==> src/rtl/assertion_stim_gen_pkg.sv <==
// assertion_stim_gen_pkg: shared FSM state type, LFSR taps and no-error marker (package stim_pkg)
package stim_pkg;
    typedef enum logic [1:0] {S_IDLE, S_DRIVE, S_DRAIN, S_DONE} state_t;
    // x^8+x^6+x^5+x^4+1 on a left-shifting register: feedback from bits 7,5,4,3
    localparam logic [7:0] LFSR_TAPS = 8'hB8;
    localparam logic [7:0] NO_ERR    = 8'hFF;
endpackage

==> src/rtl/assertion_stim_gen_if.sv <==
// assertion_stim_gen_if: stimulus/response bus to the checker under test (en, signal_in out; match, fail back)
interface assertion_stim_gen_if;
    logic en;
    logic signal_in;
    logic match;
    logic fail;
    modport master (output en, signal_in, input match, fail);
    modport slave  (input en, signal_in, output match, fail);
endinterface

==> src/rtl/assertion_stim_gen_lfsr.sv <==
// stim_lfsr: 8-bit Fibonacci LFSR (ports clk, rst_n, load, step, seed, state); only built with STIM_GEN_LFSR_EN
`ifdef STIM_GEN_LFSR_EN
module stim_lfsr
    import stim_pkg::*;
#(
    parameter logic [7:0] RST_VAL = 8'hA5
) (
    input  logic       clk,
    input  logic       rst_n,
    input  logic       load,
    input  logic       step,
    input  logic [7:0] seed,
    output logic [7:0] state
);
    always_ff @(posedge clk or negedge rst_n)
        if (!rst_n)
            state <= RST_VAL;
        else if (load)
            state <= seed;
        else if (step)
            state <= {state[6:0], ^(state & LFSR_TAPS)};
endmodule
`endif

==> src/rtl/assertion_stim_gen.sv <==
// assertion_stim_gen: drives NUM_VEC vectors into a checker and scores its match/fail replies.
// Ports: clk, rst_n (async active-low), start, pattern[7:0], chk (master: en, signal_in out; match, fail in),
// busy, done, pass_cnt, err_cnt, first_err_idx. Macro STIM_GEN_LFSR_EN selects LFSR stimulus instead of pattern.
module assertion_stim_gen
    import stim_pkg::*;
#(
    parameter int         NUM_VEC   = 16,
    parameter int         CNT_W     = 8,
    parameter logic [7:0] LFSR_SEED = 8'hA5
) (
    input  logic                 clk,
    input  logic                 rst_n,
    input  logic                 start,
    input  logic [7:0]           pattern,
    assertion_stim_gen_if.master chk,
    output logic                 busy,
    output logic                 done,
    output logic [CNT_W-1:0]     pass_cnt,
    output logic [CNT_W-1:0]     err_cnt,
    output logic [7:0]           first_err_idx
);
    state_t     state;
    logic [7:0] idx;
    logic       en_q, sig_q, cmp_valid, bit_next, exp_match, mismatch;
    wire        go = state == S_IDLE && start;

`ifdef STIM_GEN_LFSR_EN
    logic [7:0] lfsr_state;
    stim_lfsr #(.RST_VAL(LFSR_SEED)) u_lfsr (
        .clk   (clk),
        .rst_n (rst_n),
        .load  (go),
        .step  (state == S_DRIVE),
        .seed  (LFSR_SEED),
        .state (lfsr_state)
    );
    assign bit_next = lfsr_state[0];
`else
    assign bit_next = pattern[idx[2:0]];
`endif

    // The checker answers the vector currently on the bus; its reply is scored at the next edge,
    // so cmp_valid trails the DRIVE state by one cycle and the final compare lands in DRAIN.
    assign exp_match     = sig_q & en_q;
    assign mismatch      = chk.match != exp_match || chk.fail != ~exp_match;
    assign chk.en        = en_q;
    assign chk.signal_in = sig_q;
    assign busy          = state == S_DRIVE || state == S_DRAIN;
    assign done          = state == S_DONE;

    always_ff @(posedge clk or negedge rst_n)
        if (!rst_n) begin
            state         <= S_IDLE;
            idx           <= '0;
            en_q          <= 1'b0;
            sig_q         <= 1'b0;
            cmp_valid     <= 1'b0;
            pass_cnt      <= '0;
            err_cnt       <= '0;
            first_err_idx <= NO_ERR;
        end else begin
            cmp_valid <= state == S_DRIVE;
            case (state)
                S_IDLE: if (start) begin
                    state         <= S_DRIVE;
                    idx           <= '0;
                    pass_cnt      <= '0;
                    err_cnt       <= '0;
                    first_err_idx <= NO_ERR;
                end
                S_DRIVE: begin
                    en_q  <= idx[1:0] != 2'b11;
                    sig_q <= bit_next;
                    idx   <= idx + 8'd1;
                    if (idx == 8'(NUM_VEC - 1))
                        state <= S_DRAIN;
                end
                S_DRAIN: begin
                    en_q  <= 1'b0;
                    sig_q <= 1'b0;
                    state <= S_DONE;
                end
                default: state <= S_IDLE;
            endcase
            if (cmp_valid) begin
                // idx has already moved one past the vector being scored
                if (mismatch) begin
                    err_cnt <= err_cnt + CNT_W'(err_cnt != '1);
                    if (first_err_idx == NO_ERR)
                        first_err_idx <= idx - 8'd1;
                end else
                    pass_cnt <= pass_cnt + CNT_W'(pass_cnt != '1);
            end
        end
endmodule

==> src/flat_wrapper.sv <==
// flat-port wrapper written by rule: the top's interface ports become plain ports
module assertion_stim_gen_flat import stim_pkg::*;
#(
    parameter int         NUM_VEC   = 16,
    parameter int         CNT_W     = 8,
    parameter logic [7:0] LFSR_SEED = 8'hA5
)
  (clk, rst_n, start, pattern, busy, done, pass_cnt, err_cnt, first_err_idx, chk_en, chk_signal_in, chk_match, chk_fail);
  assertion_stim_gen_if chk_i ();
  input  logic clk;
  input  logic rst_n;
  input  logic start;
  input  logic [7:0] pattern;
  output logic busy;
  output logic done;
  output logic [CNT_W-1:0] pass_cnt;
  output logic [CNT_W-1:0] err_cnt;
  output logic [7:0] first_err_idx;
  output wire logic [$bits(chk_i.en)-1:0] chk_en;
  output wire logic [$bits(chk_i.signal_in)-1:0] chk_signal_in;
  input wire logic [$bits(chk_i.match)-1:0] chk_match;
  input wire logic [$bits(chk_i.fail)-1:0] chk_fail;
  assign chk_en = chk_i.en;
  assign chk_signal_in = chk_i.signal_in;
  assign chk_i.match = chk_match;
  assign chk_i.fail = chk_fail;
  assertion_stim_gen #(.NUM_VEC(NUM_VEC), .CNT_W(CNT_W), .LFSR_SEED(LFSR_SEED)) u_core (.clk(clk), .rst_n(rst_n), .start(start), .pattern(pattern), .chk(chk_i), .busy(busy), .done(done), .pass_cnt(pass_cnt), .err_cnt(err_cnt), .first_err_idx(first_err_idx));
endmodule
==> config.mk <==
export PLATFORM = sky130hd
export DESIGN_NAME = assertion_stim_gen_flat
export DESIGN_NICKNAME = d
export VERILOG_FILES = /design/src/rtl/assertion_stim_gen_pkg.sv /design/src/rtl/assertion_stim_gen_if.sv /design/src/rtl/assertion_stim_gen_lfsr.sv /design/src/rtl/assertion_stim_gen.sv /design/src/flat_wrapper.sv
export SDC_FILE = /design/constraint.sdc
export NUM_CORES = 1
export LEC_CHECK = 0
export ABC_AREA = 1
export CAP_MARGIN = 15
export CORE_MARGIN = 3
export CORE_UTILIZATION = 29
export CTS_BUF_LIST = sky130_fd_sc_hd__clkbuf_16
export CTS_CLUSTER_DIAMETER = 50
export CTS_CLUSTER_SIZE = 12
export DETAILED_ROUTE_END_ITERATION = 6
export MAX_ROUTING_LAYER = met4
export PLACE_DENSITY = 0.6
export SLEW_MARGIN = 20
export SYNTH_ARGS = -nofsm -noshare
export SYNTH_HDL_FRONTEND = slang
export SYNTH_SLANG_ARGS = --single-unit
==> constraint.sdc <==
create_clock -name clk -period 3.65 [get_ports clk]
set_input_delay 0.365 -clock clk [delete_from_list [all_inputs] [get_ports clk]]
set_output_delay 0.365 -clock clk [all_outputs]
set_load 0.05 [all_outputs]
[Word level (Yosys, flattened, before mapping)]
Index checks and enable logic that the tools add are counted.
Storage, ports and cells
  register bits: 37
  input port bits: 13
  output and inout port bits: 28
  logic and storage cells: 56
Cells by class
  $add $sub $neg: 4
  order comparisons: 1
  equal/unequal tests: 12
  muxes and demuxes: 22
  bitwise operators: 2
  reduce and logical (&&, ||, !) cells: 7
Operator list (count)
  8-bit 2-to-1 mux: 14
  8-bit by 1-bit adder with 8-bit output: 2
  8-bit inequality test (second input constant): 2
  8-bit one-hot mux with 2 select lines: 1
  8-bit by 1-bit adder with 8-bit output (second input constant): 1
  8-bit by 4-bit == test with 1-bit output (second input constant): 1
  8-bit == test (second input constant): 1
  8-bit by 1-bit subtractor with 8-bit output (second input constant): 1
  2-bit inequality test (second input constant): 3
  2-bit one-hot mux with 3 select lines: 1
  2-bit == test (second input constant): 2
  3-bit by 4-bit < comparator with 1-bit output (second input constant): 1
  2-bit 2-to-1 mux: 2
  1-bit one-hot mux with 2 select lines: 2
  2-bit AND reduction: 2
  2-bit nonzero test: 2
  1-bit binary-select mux with 3-bit select: 1
  2-bit by 1-bit == test with 1-bit output (second input constant): 1
  2-bit zero test: 1
  1-bit logical OR: 2
  1-bit inequality test: 2
  1-bit AND: 1
  1-bit 2-to-1 mux: 1
  1-bit inverter: 1

[Logic depth before layout (Yosys ltp)]
  word-level depth: 6
  gate-level depth with buffers: 11
  mapped depth without buffers: 11

[Worst setup path after synthesis]
OpenSTA, ideal clock, no wires.
  kind: flip-flop to flip-flop
  from: reg u_core.pass_cnt[2]
  to: reg u_core.pass_cnt[2]
  library setup time: 0.136 ns
  data arrival time: 1.906 ns
  required time: 3.514 ns
  slack: 1.608 ns
  cell stages (with the launch flop): 11
  buffers on the path: 0
  clock period less this slack: 2.042 ns
  cells stage by stage: dfrtp_1 nand2_1 nor3_1 nand3_1 ha_1 ha_1 xor2_1 nand2_1 o21ai_0 nand2_1 o21ai_0
Between the ends
  cells in the longest elaborated chain, start to end: 4
  elaborated cells on any way between the ends: 6
  classes of those cells: add/sub (1); eq/ne (1); mux (4)
Ends and longest elaborated chain
  start: declaration: RTL line assertion_stim_gen.sv:18  | output logic [CNT_W-1:0] pass_cnt,
  start signal: assignment: RTL line assertion_stim_gen.sv:92  | pass_cnt <= pass_cnt + CNT_W'(pass_cnt != '1);
  8-bit inequality test or 8-bit 2-to-1 mux (tied branches): RTL line assertion_stim_gen.sv:92, assertion_stim_gen.sv:64
  8-bit by 1-bit adder with 8-bit output or 8-bit 2-to-1 mux (tied branches): RTL line assertion_stim_gen.sv:92, assertion_stim_gen.sv:63
  8-bit 2-to-1 mux: RTL line assertion_stim_gen.sv:87  | if (mismatch) begin
  8-bit 2-to-1 mux (*): RTL line assertion_stim_gen.sv:85  | if (cmp_valid) begin
Mark *: on every way between the ends. The rest lies on a longest branch, timed or not.
A chain may end at the register's enable or synchronous reset.

[Worst setup path in the final report]
  from: reg u_core.state[0]
  to: out busy
Between the ends
  cells in the longest elaborated chain, start to end: 2
  elaborated cells on any way between the ends: 3
  classes of those cells: eq/ne (2); reduce/logical (1)
Ends and longest elaborated chain
  start: declaration: RTL line assertion_stim_gen.sv:22  | state_t state;
  start signal: assignment: RTL line assertion_stim_gen.sv:53  | state <= S_IDLE;
  start signal: assignment: RTL line assertion_stim_gen.sv:65  | state <= S_DRIVE;
  start signal: assignment: RTL line assertion_stim_gen.sv:76  | state <= S_DRAIN;
  2-bit by 1-bit == test with 1-bit output or 2-bit == test (tied branches): RTL line assertion_stim_gen.sv:48  | assign busy = state == S_DRIVE || state == S_DRAIN;
  1-bit logical OR (*): RTL line assertion_stim_gen.sv:48
  end: declaration: RTL line flat_wrapper.sv:14  | output logic busy;
Marked as above.

==> flow_results.xml <==
<?xml version="1.0" encoding="UTF-8"?>
<metrics>
  <group name="setup_path">
    <metric name="critPathLaunchType" unit="">register</metric>
    <metric name="worstPathArrival" unit="ps">1860</metric>
    <metric name="worst-setup-path-type" unit="">reg -&gt; out</metric>
    <metric name="timing.critical_path.fanout_max" unit="">4</metric>
    <metric name="capturing_element_type_of_the_critical_path" unit="">output port</metric>
    <metric name="timing.critical_path.required" unit="ps">3280</metric>
  </group>
  <group name="drt">
    <metric name="uppermost_routed_layer" unit="">met4</metric>
    <metric name="antenna_left" unit="">0</metric>
    <metric name="met2_routed_length" unit="um">2540</metric>
    <metric name="detail_route.wirelength.met1" unit="um">2590</metric>
    <metric name="drc" unit="">0</metric>
    <metric name="via_count" unit="">2156</metric>
    <metric name="detail_route.vias_per_cell" unit="">4.62</metric>
    <metric name="drt_pre_antenna_iters" unit="">4</metric>
    <metric name="route.met3.wl" unit="um">263</metric>
    <metric name="avgRoutedWirePerCell" unit="um">11.6</metric>
    <metric name="drt-initial-drc-count" unit="">136</metric>
    <metric name="drt-total-wl" unit="um">5430</metric>
  </group>
  <group name="final_layout">
    <metric name="post_route_standard_cell_area_excluding_fillers" unit="um^2">2930</metric>
    <metric name="top_library_cells_by_usage_in_the_layout_fill_and_taps_aside" unit="">97 x nand2_1, 43 x inv_1, 39 x clkdlybuf4s50_1, 36 x nor2_1, 29 x dfrtp_1</metric>
    <metric name="layout.cells.most_common" unit="">nand2_1</metric>
    <metric name="post-route-util" unit="%">39.2</metric>
    <metric name="area_delta_synth_final" unit="%">27.3</metric>
    <metric name="layoutNonFillerInstCount" unit="">467</metric>
    <metric name="num_antenna_cells" unit="">0</metric>
    <metric name="drive_above_1_share" unit="%">5.98</metric>
    <metric name="final_net_count" unit="">390</metric>
  </group>
  <group name="job">
    <metric name="maxCapViolCount" unit="">0</metric>
  </group>
  <group name="yosys">
    <metric name="yosys_most_used_dff" unit="">dfrtp_1</metric>
    <metric name="synth_seq_cells" unit="">37</metric>
    <metric name="post_synthesis_net_count" unit="">348</metric>
    <metric name="ys_seq_area_share" unit="%">40.6</metric>
    <metric name="yosysTopAreaCellShare" unit="%">31.5</metric>
    <metric name="average_cell_area_after_synthesis" unit="um^2">7.09</metric>
    <metric name="async_s_r_ff_share_synth" unit="%">100</metric>
    <metric name="post_synth_edffs" unit="">0</metric>
    <metric name="yosysTopAreaCell" unit="">dfrtp_1</metric>
    <metric name="synthesis.yosys.warnings" unit="">0</metric>
    <metric name="netlist_area" unit="um^2">2300</metric>
    <metric name="ys_types" unit="">26</metric>
    <metric name="post_synth_inst_count" unit="">325</metric>
    <metric name="synth_area_leaders" unit="">dfrtp_1 32%, nand2_1 16%, dfstp_2 9.1%</metric>
  </group>
  <group name="sta">
    <metric name="report.final.setup_viol" unit="">0</metric>
    <metric name="unrepaired_setup_endpoints_after_global_routing" unit="">no</metric>
    <metric name="clock_skew" unit="ps">4.94</metric>
    <metric name="final.min_clock_period" unit="ps">2230</metric>
    <metric name="final_max_slew_viol_count" unit="">0</metric>
    <metric name="tightest_slew" unit="ps">833</metric>
    <metric name="setup_tns" unit="ps">0</metric>
    <metric name="max_freq" unit="MHz">449</metric>
    <metric name="finalHoldViolations" unit="">0</metric>
    <metric name="finalCritPeriodShare" unit="%">61.1</metric>
    <metric name="worst_slew_margin_rel" unit="%">44.5</metric>
  </group>
  <group name="grt">
    <metric name="number_of_global_route_vias_before_repair" unit="">2051</metric>
    <metric name="grt_max_degree" unit="">38</metric>
    <metric name="grt_pass1_wl" unit="um">9310</metric>
    <metric name="initial_antenna_violation_count" unit="">0</metric>
    <metric name="gr-total-overflow" unit="">0</metric>
    <metric name="grt_util_all_layers" unit="%">13.3</metric>
  </group>
  <group name="clock_tree">
    <metric name="clock_latency" unit="ps">280</metric>
    <metric name="post-cts-setup-buffer-count" unit="">0</metric>
    <metric name="tritoncts_clock_tree" unit="">done</metric>
    <metric name="numCtsBuffers" unit="">5</metric>
    <metric name="cts-htree-levels" unit="">2</metric>
    <metric name="clk_pin_slew_worst_paths" unit="ps">50</metric>
    <metric name="clock_tree.root_cell" unit="">clkbuf_16</metric>
    <metric name="cts-hold-fix-buffers" unit="">0</metric>
    <metric name="cts_max_path_buffers" unit="">2</metric>
    <metric name="cts_repair_resize_count" unit="">0</metric>
    <metric name="clkSinkCount" unit="">37</metric>
  </group>
  <group name="pwr">
    <metric name="pwr-share-comb" unit="%">50.9</metric>
    <metric name="share_clk_of_total_power" unit="%">18.5</metric>
    <metric name="p_leak" unit="uW">0.00139</metric>
    <metric name="power.total" unit="uW">2190</metric>
    <metric name="ir_drop" unit="mV">0.547</metric>
    <metric name="power.share.sequential" unit="%">30.6</metric>
    <metric name="powerDensity" unit="nW/um^2">748</metric>
    <metric name="swShare" unit="%">47.6</metric>
    <metric name="power_report.internal_total" unit="uW">1150</metric>
    <metric name="switching_power" unit="uW">1040</metric>
  </group>
  <group name="floorplanning">
    <metric name="fp.dieArea" unit="um^2">9050</metric>
    <metric name="die_h" unit="um">95.1</metric>
    <metric name="die-width" unit="um">95.1</metric>
    <metric name="fp.coreArea" unit="um^2">7490</metric>
    <metric name="initial_standard_cell_utilization_of_the_core" unit="%">30.8</metric>
    <metric name="floorplan.io_pins" unit="">41</metric>
    <metric name="floorplan.rows" unit="">31</metric>
  </group>
  <group name="placement">
    <metric name="hpwl_after_detailed_placement" unit="um">4110</metric>
    <metric name="place_inst" unit="">459</metric>
    <metric name="gpl.final_weighted_congestion" unit="">0.840</metric>
    <metric name="placed_cell_area" unit="um^2">2790</metric>
    <metric name="numPortBuffers" unit="">40</metric>
  </group>
  <group name="min_path">
    <metric name="hp-class" unit="">in -&gt; async</metric>
  </group>
  <group name="outcome">
    <metric name="outcome" unit="">completed</metric>
  </group>
</metrics>
==> layout make-up <==
type,instances,area (um^2)
Clock inverter,3,15.0
Sequential cell,37,936
Multi-Input combinational cell,238,1170
Tap cell,99,124
Fill cell,772,4550
Timing Repair Buffer,40,395
Inverter,45,169
Clock buffer,5,125
==> routing by layer <==
layer / global-route usage [%] / vias up
li1: - / 1122
met1: 17.4 / 986
met5: - / -
met3: 3.08 / 2
met2: 20.8 / 46
met4: 3.85 / 0
==> power groups by stage <==
| stage | Combinational (uW) | Sequential [uW] | Clock, uW |
|---|---|---|---|
| after floorplan | 620 | 855 | 0 |
| after global placement | 1110 | 677 | 0 |
| after detailed placement | 1120 | 678 | 0 |
| after CTS | 1130 | 672 | 421 |
| after global routing | 1250 | 693 | 437 |
| final | 1120 | 671 | 406 |
==> cells in the mapped netlist, drive strengths merged (4+ instances only) <==
| library cell | count |
|---|---|
| nand3 | 28 |
| xor2 | 9 |
| ha | 10 |
| a21oi | 20 |
| inv | 45 |
| nor3 | 7 |
| nor2 | 38 |
| nand2 | 99 |
| dfstp | 8 |
| buf | 4 |
| nand4 | 7 |
| dfrtp | 29 |
| o21ai | 14 |
==> cell families (layout without fill, tap and decap cells) <==
kind of cell,after synthesis,in the layout,synth area share (%)
AO/OA/AOI/OAI,38,38,8.69
XOR/XNOR,10,10,3.80
adder cells (fa/ha/maj),10,10,5.43
buffers and inverters,50,93,8.64
flip-flops,37,37,40.6
AND/OR/NAND/NOR,180,180,32.8
==> flip-flops by register name, summed over array words and instances, names as in the netlist <==
| register | flops |
|---|---|
| u_core.cmp_valid | 1 |
| u_core.err_cnt | 8 |
| u_core.state | 2 |
| u_core.chk.signal_in | 1 |
| u_core.idx | 8 |
| u_core.first_err_idx | 8 |
| u_core.pass_cnt | 8 |
| u_core.chk.en | 1 |
==> final timing paths <==
| kind | from | slack (ps) | to | depth (start not counted) |
|---|---|---|---|---|
| setup / recovery | u_core.state[0]$_DFFE_PN0P_ | 1420 | busy | 3 |
| setup reg to reg | u_core.pass_cnt[2]$_DFF_PN0_ | 1790 | u_core.pass_cnt[2]$_DFF_PN0_ | 10 |
| min in group clk | u_core.first_err_idx[3]$_DFF_PN1_ | 520 | u_core.first_err_idx[3]$_DFF_PN1_ | 2 |
| max in group asynchronous | rst_n | 2930 | u_core.idx[1]$_DFFE_PN0P_ | 1 |
| hold / removal | rst_n | 190 | u_core.err_cnt[6]$_DFF_PN0_ | 1 |
| hold reg to reg | u_core.first_err_idx[3]$_DFF_PN1_ | 520 | u_core.first_err_idx[3]$_DFF_PN1_ | 2 |
==> metrics by stage <==
stage               hold slack (ps)  setup slack [ps]
floorplan                      69.4              1610
global placement                504              1600
detailed placement              504              1580
CTS                             229              1410
global route                    258              1340
finish                          193              1420
==> worst max-delay path, stage by stage, from the launching register on <==
cell and delay, ps:
dfrtp_1 400, inv_1 90, ha_1 300, clkdlybuf4s50_1 800
(Power assumes the default switching activity.)
